$ cat src/rtl/fc_single_layer_if.sv
// Layer-memory port and controller handshake for fc_single_layer.
// The engine is the master: it drives addresses, write strobes and status.
interface fc_single_layer_if;
    logic               enable;
    logic signed [15:0] input_value;
    logic               we;
    logic signed [15:0] out;
    logic [15:0]        addr;
    logic               com_end;
    logic               layer_end;

    modport master (
        input  enable,
        input  input_value,
        output we,
        output out,
        output addr,
        output com_end,
        output layer_end
    );

    modport slave (
        output enable,
        output input_value,
        input  we,
        input  out,
        input  addr,
        input  com_end,
        input  layer_end
    );
endinterface

$ cat src/rtl/fc_single_layer.sv
// One fully-connected layer: buffers FRT_CELL Q8.8 activations, then computes
// BCK_CELL dot products with one multiply-accumulate per cycle over a single memory port.
//
// state | meaning
// IDLE  | waiting for enable
// LOAD  | issuing input addresses 0..FRT_CELL-1
// MAC   | issuing FRT_CELL weight addresses for the current neuron
// DRAIN | no new address; last product lands in the accumulator
// WRITE | result write, com_end (and layer_end on the last neuron)
module fc_single_layer #(
    parameter int FRT_CELL  = 14,
    parameter int BCK_CELL  = 10,
    parameter int FRAC_BITS = 8
) (
    input  logic               clk,
    input  logic               reset_n,
    fc_single_layer_if.master  bus
);
    localparam int SW = (FRT_CELL > 1) ? $clog2(FRT_CELL) : 1;
    localparam int NW = (BCK_CELL > 1) ? $clog2(BCK_CELL) : 1;
    localparam logic [15:0]   RES_BASE    = 16'(FRT_CELL * (1 + BCK_CELL));
    localparam logic [15:0]   W_BASE      = 16'(FRT_CELL);
    localparam logic [SW-1:0] SLOT_LAST   = SW'(FRT_CELL - 1);
    localparam logic [NW-1:0] NEURON_LAST = NW'(BCK_CELL - 1);

    typedef enum logic [2:0] {IDLE, LOAD, MAC, DRAIN, WRITE} state_t;
    typedef enum logic [1:0] {TAG_NONE, TAG_X, TAG_W} tag_t;

    state_t             state;
    tag_t               tag_kind;
    logic [SW-1:0]      tag_slot;
    logic [SW-1:0]      slot;
    logic [SW-1:0]      remain;
    logic [NW-1:0]      neuron;
    logic [15:0]        w_next;
    logic signed [39:0] acc;
    logic signed [15:0] x_buf [FRT_CELL];

    logic signed [31:0] prod;
    logic signed [39:0] acc_next;
    logic signed [39:0] acc_shift;
    logic signed [15:0] y_sat;

    // The tag describes the address issued last cycle, whose data is on input_value now.
    always_comb begin
        prod     = bus.input_value * x_buf[tag_slot];
        acc_next = acc;
        if (tag_kind == TAG_W)
            acc_next = acc + 40'(prod);
        acc_shift = acc_next >>> FRAC_BITS;
        if (acc_shift > 40'sd32767)
            y_sat = 16'sh7fff;
        else if (acc_shift < -40'sd32768)
            y_sat = 16'sh8000;
        else
            y_sat = acc_shift[15:0];
    end

    always_ff @(posedge clk or posedge reset_n) begin
        if (reset_n) begin
            for (int k = 0; k < FRT_CELL; k++)
                x_buf[k] <= '0;
        end else if (tag_kind == TAG_X) begin
            x_buf[tag_slot] <= bus.input_value;
        end
    end

    always_ff @(posedge clk or posedge reset_n) begin
        if (reset_n) begin
            state         <= IDLE;
            tag_kind      <= TAG_NONE;
            tag_slot      <= '0;
            slot          <= '0;
            remain        <= '0;
            neuron        <= '0;
            w_next        <= W_BASE;
            acc           <= '0;
            bus.we        <= 1'b0;
            bus.out       <= '0;
            bus.addr      <= '0;
            bus.com_end   <= 1'b0;
            bus.layer_end <= 1'b0;
        end else begin
            acc           <= acc_next;
            tag_kind      <= TAG_NONE;
            bus.we        <= 1'b0;
            bus.com_end   <= 1'b0;
            bus.layer_end <= 1'b0;
            case (state)
                IDLE: begin
                    if (bus.enable) begin
                        state    <= LOAD;
                        bus.addr <= '0;
                        slot     <= '0;
                        remain   <= SLOT_LAST;
                        neuron   <= '0;
                        w_next   <= W_BASE;
                    end
                end
                LOAD: begin
                    tag_kind <= TAG_X;
                    tag_slot <= slot;
                    if (remain == '0) begin
                        state    <= MAC;
                        bus.addr <= w_next;
                        slot     <= '0;
                        remain   <= SLOT_LAST;
                        acc      <= '0;
                    end else begin
                        bus.addr <= bus.addr + 16'd1;
                        slot     <= slot + 1'b1;
                        remain   <= remain - 1'b1;
                    end
                end
                MAC: begin
                    tag_kind <= TAG_W;
                    tag_slot <= slot;
                    if (remain == '0) begin
                        state  <= DRAIN;
                        w_next <= bus.addr + 16'd1;
                    end else begin
                        bus.addr <= bus.addr + 16'd1;
                        slot     <= slot + 1'b1;
                        remain   <= remain - 1'b1;
                    end
                end
                DRAIN: begin
                    state         <= WRITE;
                    bus.we        <= 1'b1;
                    bus.com_end   <= 1'b1;
                    bus.layer_end <= (neuron == NEURON_LAST);
                    bus.out       <= y_sat;
                    bus.addr      <= RES_BASE + 16'(neuron);
                end
                WRITE: begin
                    if (neuron == NEURON_LAST) begin
                        state <= IDLE;
                    end else begin
                        state    <= MAC;
                        neuron   <= neuron + 1'b1;
                        bus.addr <= w_next;
                        slot     <= '0;
                        remain   <= SLOT_LAST;
                        acc      <= '0;
                    end
                end
                default: state <= IDLE;
            endcase
        end
    end
endmodule

$ cat src/flat_wrapper.sv
// flat-port wrapper written by rule: the top's interface ports become plain ports
module fc_single_layer_flat 
#(
    parameter int FRT_CELL  = 14,
    parameter int BCK_CELL  = 10,
    parameter int FRAC_BITS = 8
)
  (clk, reset_n, bus_enable, bus_input_value, bus_we, bus_out, bus_addr, bus_com_end, bus_layer_end);
  fc_single_layer_if bus_i ();
  input  logic clk;
  input  logic reset_n;
  input wire logic [$bits(bus_i.enable)-1:0] bus_enable;
  input wire logic [$bits(bus_i.input_value)-1:0] bus_input_value;
  output wire logic [$bits(bus_i.we)-1:0] bus_we;
  output wire logic [$bits(bus_i.out)-1:0] bus_out;
  output wire logic [$bits(bus_i.addr)-1:0] bus_addr;
  output wire logic [$bits(bus_i.com_end)-1:0] bus_com_end;
  output wire logic [$bits(bus_i.layer_end)-1:0] bus_layer_end;
  assign bus_i.enable = bus_enable;
  assign bus_i.input_value = bus_input_value;
  assign bus_we = bus_i.we;
  assign bus_out = bus_i.out;
  assign bus_addr = bus_i.addr;
  assign bus_com_end = bus_i.com_end;
  assign bus_layer_end = bus_i.layer_end;
  fc_single_layer #(.FRT_CELL(FRT_CELL), .BCK_CELL(BCK_CELL), .FRAC_BITS(FRAC_BITS)) u_core (.clk(clk), .reset_n(reset_n), .bus(bus_i));
endmodule
$ cat config.mk
export PLATFORM = sky130hd
export DESIGN_NAME = fc_single_layer_flat
export DESIGN_NICKNAME = d
export VERILOG_FILES = /design/src/rtl/fc_single_layer_if.sv /design/src/rtl/fc_single_layer.sv /design/src/flat_wrapper.sv
export SDC_FILE = /design/constraint.sdc
export NUM_CORES = 2
export LEC_CHECK = 0
export ABC_AREA = 1
export BUFFER_PORTS_ARGS = -buffer_cell sky130_fd_sc_hd__buf_2
export CAP_MARGIN = 20
export CORE_UTILIZATION = 35
export DETAILED_ROUTE_END_ITERATION = 6
export PLACE_DENSITY = 0.47
export REMOVE_ABC_BUFFERS = 1
export SYNTH_ARGS = -nofsm -noshare
export SYNTH_HDL_FRONTEND = slang
export SYNTH_SLANG_ARGS = --single-unit
$ cat constraint.sdc
create_clock -name clk -period 21.1 [get_ports clk]
set_clock_uncertainty 0.2 [all_clocks]
set_input_delay 3.165 -clock clk [delete_from_list [all_inputs] [get_ports clk]]
set_output_delay 3.165 -clock clk [all_outputs]
set_load 0.05 [all_outputs]
# ---- Yosys cells after proc, flatten, opt, wreduce, memory -nomap -nowiden
# Index checks and enable logic that the tools add are counted.
dict set report totals {
  word_cells 103
  input_bits 19
  ff_bits 335
  output_inout_bits 35
}
dict set report op_classes {
  n_reduce_logical 13
  n_addsub 6
  eq_ne 12
  magnitude_cmp 4
  multipliers 1
  bitwise_logic 1
  muxes 40
}
# operator count
set ops {}
lappend ops {{$bwmux 224} 1}
lappend ops {{$mux 16} 11}
lappend ops {{$mux 40} 3}
lappend ops {{$pmux 16 s5} 1}
lappend ops {{$pmux 40 s2} 1}
lappend ops {{$bmux 16 s4} 1}
lappend ops {{$demux 16 s4} 1}
lappend ops {{$add 40x32->40} 1}
lappend ops {{$mux 4} 9}
lappend ops {{$gt 32x16->1 const B} 1}
lappend ops {{$lt 32x16->1 const B} 1}
lappend ops {{$mul 16x16->32} 1}
lappend ops {{$pmux 16 s2} 1}
lappend ops {{$pmux 4 s4} 2}
lappend ops {{$add 16x1->16 const B} 1}
lappend ops {{$pmux 3 s5} 1}
lappend ops {{$add 8x4->9 const A} 1}
lappend ops {{$mux 3} 3}
lappend ops {{$reduce_and 3->1} 3}
lappend ops {{$add 4x1->4 const B} 2}
lappend ops {{$pmux 4 s2} 1}
lappend ops {{$reduce_and 4->1} 2}
lappend ops {{$eq 3x2->1 const B} 2}
lappend ops {{$ne 2x2->1 const B} 3}
lappend ops {{other kinds (20)} 23}

# ---- Depth between registers and ports, before layout
dict set report logic_depth {
  ltp_word 10
  mapped_depth 48
  depth_no_buf 43
}

# ---- Worst setup path before layout
# No wires, ideal clock.
dict set report synth_timing {
  path_type {input to register}
  start {input port bus_input_value[15]}
  end {register u_core.bus.out[4]}
  path_slack_ns 11.382
  t_arrival_ns 9.400
  stages 32
  setup_ns 0.118
  required_ns 20.782
  n_path_buf 2
  path_cell_list {clkbuf_1 > o21ai_0 > fa_1 > inv_1 > fa_1 > inv_1 > fa_1 > fa_1 > inv_1 > fa_1 > inv_1 > fa_1 > inv_1 > ha_1 > nand2_1 > nor3_1 > nand3_1 > nor2_1 > nand3_1 > nand3_1 > nand2_1 > nand2_1 > nand2_1 > nand2_1 > nand2_1 > nor2_1 > nand4_1 > nand3_2 > buf_4 > nand2_1 > nand2_1 > nand2_1}
}
dict set report synth_between {
  elab_chain_len 6
  elab_cells_between_ends 7
  classes_between {add/sub (1); mul (1); order compare (2); mux (3)}
}
# element line_no
set synth_rtl {}
lappend synth_rtl {{start: declaration} flat_wrapper.sv:13} ;# input wire logic [$bits(bus_i.input_value)-1:0] bus_input_value;
lappend synth_rtl {{$mul 16x16->32 (*)} fc_single_layer.sv:46} ;# prod = bus.input_value * x_buf[tag_slot];
lappend synth_rtl {{$add 40x32->40 (*)} fc_single_layer.sv:49} ;# acc_next = acc + 40'(prod);
lappend synth_rtl {{$mux 40 (*)} fc_single_layer.sv:48} ;# if (tag_kind == TAG_W)
lappend synth_rtl {{$lt 32x16->1} fc_single_layer.sv:53} ;# else if (acc_shift < -40'sd32768)
lappend synth_rtl {{$mux 16} fc_single_layer.sv:53}
lappend synth_rtl {{$mux 16 (*)} fc_single_layer.sv:51} ;# if (acc_shift > 40'sd32767)
lappend synth_rtl {{end signal: assignment} fc_single_layer.sv:132} ;# bus.out <= y_sat;
lappend synth_rtl {{end: declaration} fc_single_layer_if.sv:16} ;# output out,
# Mark *: on every way between the ends. The rest lies on a longest branch, timed or not.
# A chain may end at the register's enable or synchronous reset.

# ---- Worst setup path in the final report
dict set report layout_timing {
  start {input port bus_input_value[15]}
  end {register u_core.bus.out[3]}
}
# Same word-level chain as after synthesis.

==> results.ini <==
[synthesis]
synth_simple_gate_area_frac = 0.1928
syn_inst = 3461
ys_seq_area_frac = 0.2976
synth_top_family_by_area = adder cells
ys.flop_type = dfrtp_1
ys_seq_elements = 335
synth_top_cell_area_share = 0.2948
synth_xor_area_frac = 0.005904
yosys-top-cells-area = dfrtp_1, fa_1, nand2_1
yosysUniqueCellTypes = 53
synthAdderAreaFrac = 0.2885
muxShareOfSynthArea = 0
synth_top_area_cell = dfrtp_1
netlist_area_sq_um = 28190
synth_compound_area_frac = 0.1078
yosysWarnings = 0
synth.avg_cell_area_sq_um = 8.144
async_reset_ff_frac = 1.000
synth_edf_count = 0

[cells_and_area]
syn_to_final_growth_pct = 9.766
layout_commonest_cell = nand2_1
utilization = 0.3897
layout_common_cells = nand2_1, inv_1, dfrtp_1, fa_1, nor2_1
drive_gt1_frac = 0.06352
nNetsFinal = 3920

[sta]
timing.final.crit_share = 0.4999
period_minus_slack_ns = 10.55
worst_slew_pin_slew_ns = 1.090
max_freq_mhz = 94.80
drv_slew = 0
maxSlewHeadroom = 0.2724
worst_slack_ns = 10.55
finalSetupViolCount = 0
hold_viol = 0
fin_tns_setup_ns = 0
rsz0062_at_grt = false

[setup_path]
crit_top_cell = inv_1
critPathBufInv = 9
critical_path.max_stage_delay_ns = 0.79
critPathCaptureType = flop
critPathRequiredTime_ns = 21.44
critPathSlowestCell = fa_1
critPathKind = in -> reg
crit_fanout = 20
arrival_ns = 10.89
crit_family = adder cells
setup.worst_path.start_class = primary input

[routing]
dr_total_vias = 21993
post_drt_wl_per_cell_um = 18.94
totalWireLength_um = 85820
detail-route-antenna-nets = 0
drc = 0
dr.first_iter.drc_count = 1384
first_pass_iters = 7
vias_per_cell = 4.855

[placed_design]
dp_slack_ns = 9.911
dp_hpwl_um = 64310
routabilityCongestion = 0.8924
port_buffers = 53

[clocking]
clk_pin_slew_ns = 0.06
cts_hold_buf = 0
clock-sinks = 335
cts_tree = done
clock_latency_ns = 0.59
htree_levels = 2
cts-root-buf = clkbuf_16
cts_resized = 0
cts_buffers = 41
cts_setup_buffers = 0
cts_max_path_buffers = 3

[global_routing]
antenna_found_initial = 4
grt_pass1_wl_um = 138100
grt_start_max_net_pins = 90
grt_pass1_vias = 23051
grt_overflow = 0
gr-usage-all-layers = 0.2180

[min_path]
hold_class = reg -> reg

[floorplan]
fp.dieH_um = 285.8
dieArea_sq_um = 81670
num_rows = 103
start_util = 0.3550
core_region_area_sq_um = 79390
ioPinCount = 54
die_x_um = 285.8

[outcome]
status = finished clean

[flow_run]
maxCapViolations = 0

==> registers in the layout, indices dropped and copies added (netlist names) <==
signal                count
u_core.acc               40
u_core.state              3
u_core.tag_slot           4
u_core.bus.out           16
u_core.w_next            16
u_core.bus.we             1
u_core.bus.addr          16
u_core.bus.layer_end      1
u_core.neuron             4
u_core.remain             4
u_core.tag_kind           2
u_core.slot               4
u_core.x_buf            224
==> worst paths after layout <==
check,start,end,slack [ns],depth (start not counted)
worst max-delay path,bus_input_value[15],u_core.bus.out[3],10.55,29
worst min-delay path,u_core.w_next[1],u_core.w_next[1],0.26,2
worst max register to register,u_core.tag_slot[0],u_core.bus.out[3],10.86,33
worst min register to register,u_core.w_next[1],u_core.w_next[1],0.26,2
max in group asynchronous,reset_n,u_core.x_buf[146],16.84,3
min in group asynchronous,reset_n,u_core.x_buf[212],2.47,2
==> worst reg2reg max path: cells and delay by family, from the launching register on <==
family,cells,cell delay (ns)
compound gates,5,1.76
fa+ha+maj,7,3.89
buf+inv,9,1.99
flops,1,0.67
simple gates,12,1.67
==> cell type report <==
class | count | area [sq um]
Clock buffer | 61 | 1221
Sequential cell | 335 | 8387
Fill cell | 8370 | 48450
Inverter | 636 | 2397
Multi-Input combinational cell | 2335 | 16810
Clock inverter | 12 | 150.1
Antenna cell | 1 | 2.502
Tap cell | 1050 | 1314
Timing Repair Buffer | 100 | 658.1
==> cell usage after synthesis, types with 9 or more instances <==
| cell type | count |
|---|---|
| nor2_1 | 323 |
| o21bai_1 | 11 |
| or2_2 | 21 |
| a22o_1 | 16 |
| a22oi_1 | 89 |
| o22ai_1 | 32 |
| xor2_1 | 10 |
| fa_1 | 330 |
| a21oi_1 | 55 |
| clkbuf_1 | 131 |
| dfrtp_1 | 332 |
| nand4_1 | 17 |
| a221oi_1 | 9 |
| ha_1 | 122 |
| nand2_1 | 844 |
| nand3_1 | 94 |
| o21ai_0 | 273 |
| inv_1 | 630 |
| xnor2_1 | 9 |
| nor3_1 | 21 |
==> cell families after synthesis <==
kind of cell | after synthesis
XOR/XNOR | 19
adder cells (fa/ha/maj) | 452
buffers and inverters | 791
flip-flops | 335
AO/OA/AOI/OAI | 515
AND/OR/NAND/NOR | 1349
==> through the flow <==
step	instance area, sq um	std cells	hold WS [ns]
3_5_place_dp	29540	4455	0.2549
5_1_grt	30940	4529	0.2938
3_3_place_gp	29500	4453	0.2559
6_report	30940	4530	0.2630
2_1_floorplan	27550	3306	0.2444
4_1_cts	30910	4528	0.2641
==> layer usage <==
layer / track usage / part of all wire
met1: 0.3054 / 0.47
met2: 0.3603 / 0.47
met3: 0.02249 / 0.037
met4: 0.05561 / 0.022
met5: 0 / 0.000082
Power is not shown: default switching activity piles up to over one toggle a cycle in this logic, so the estimate is an artifact.
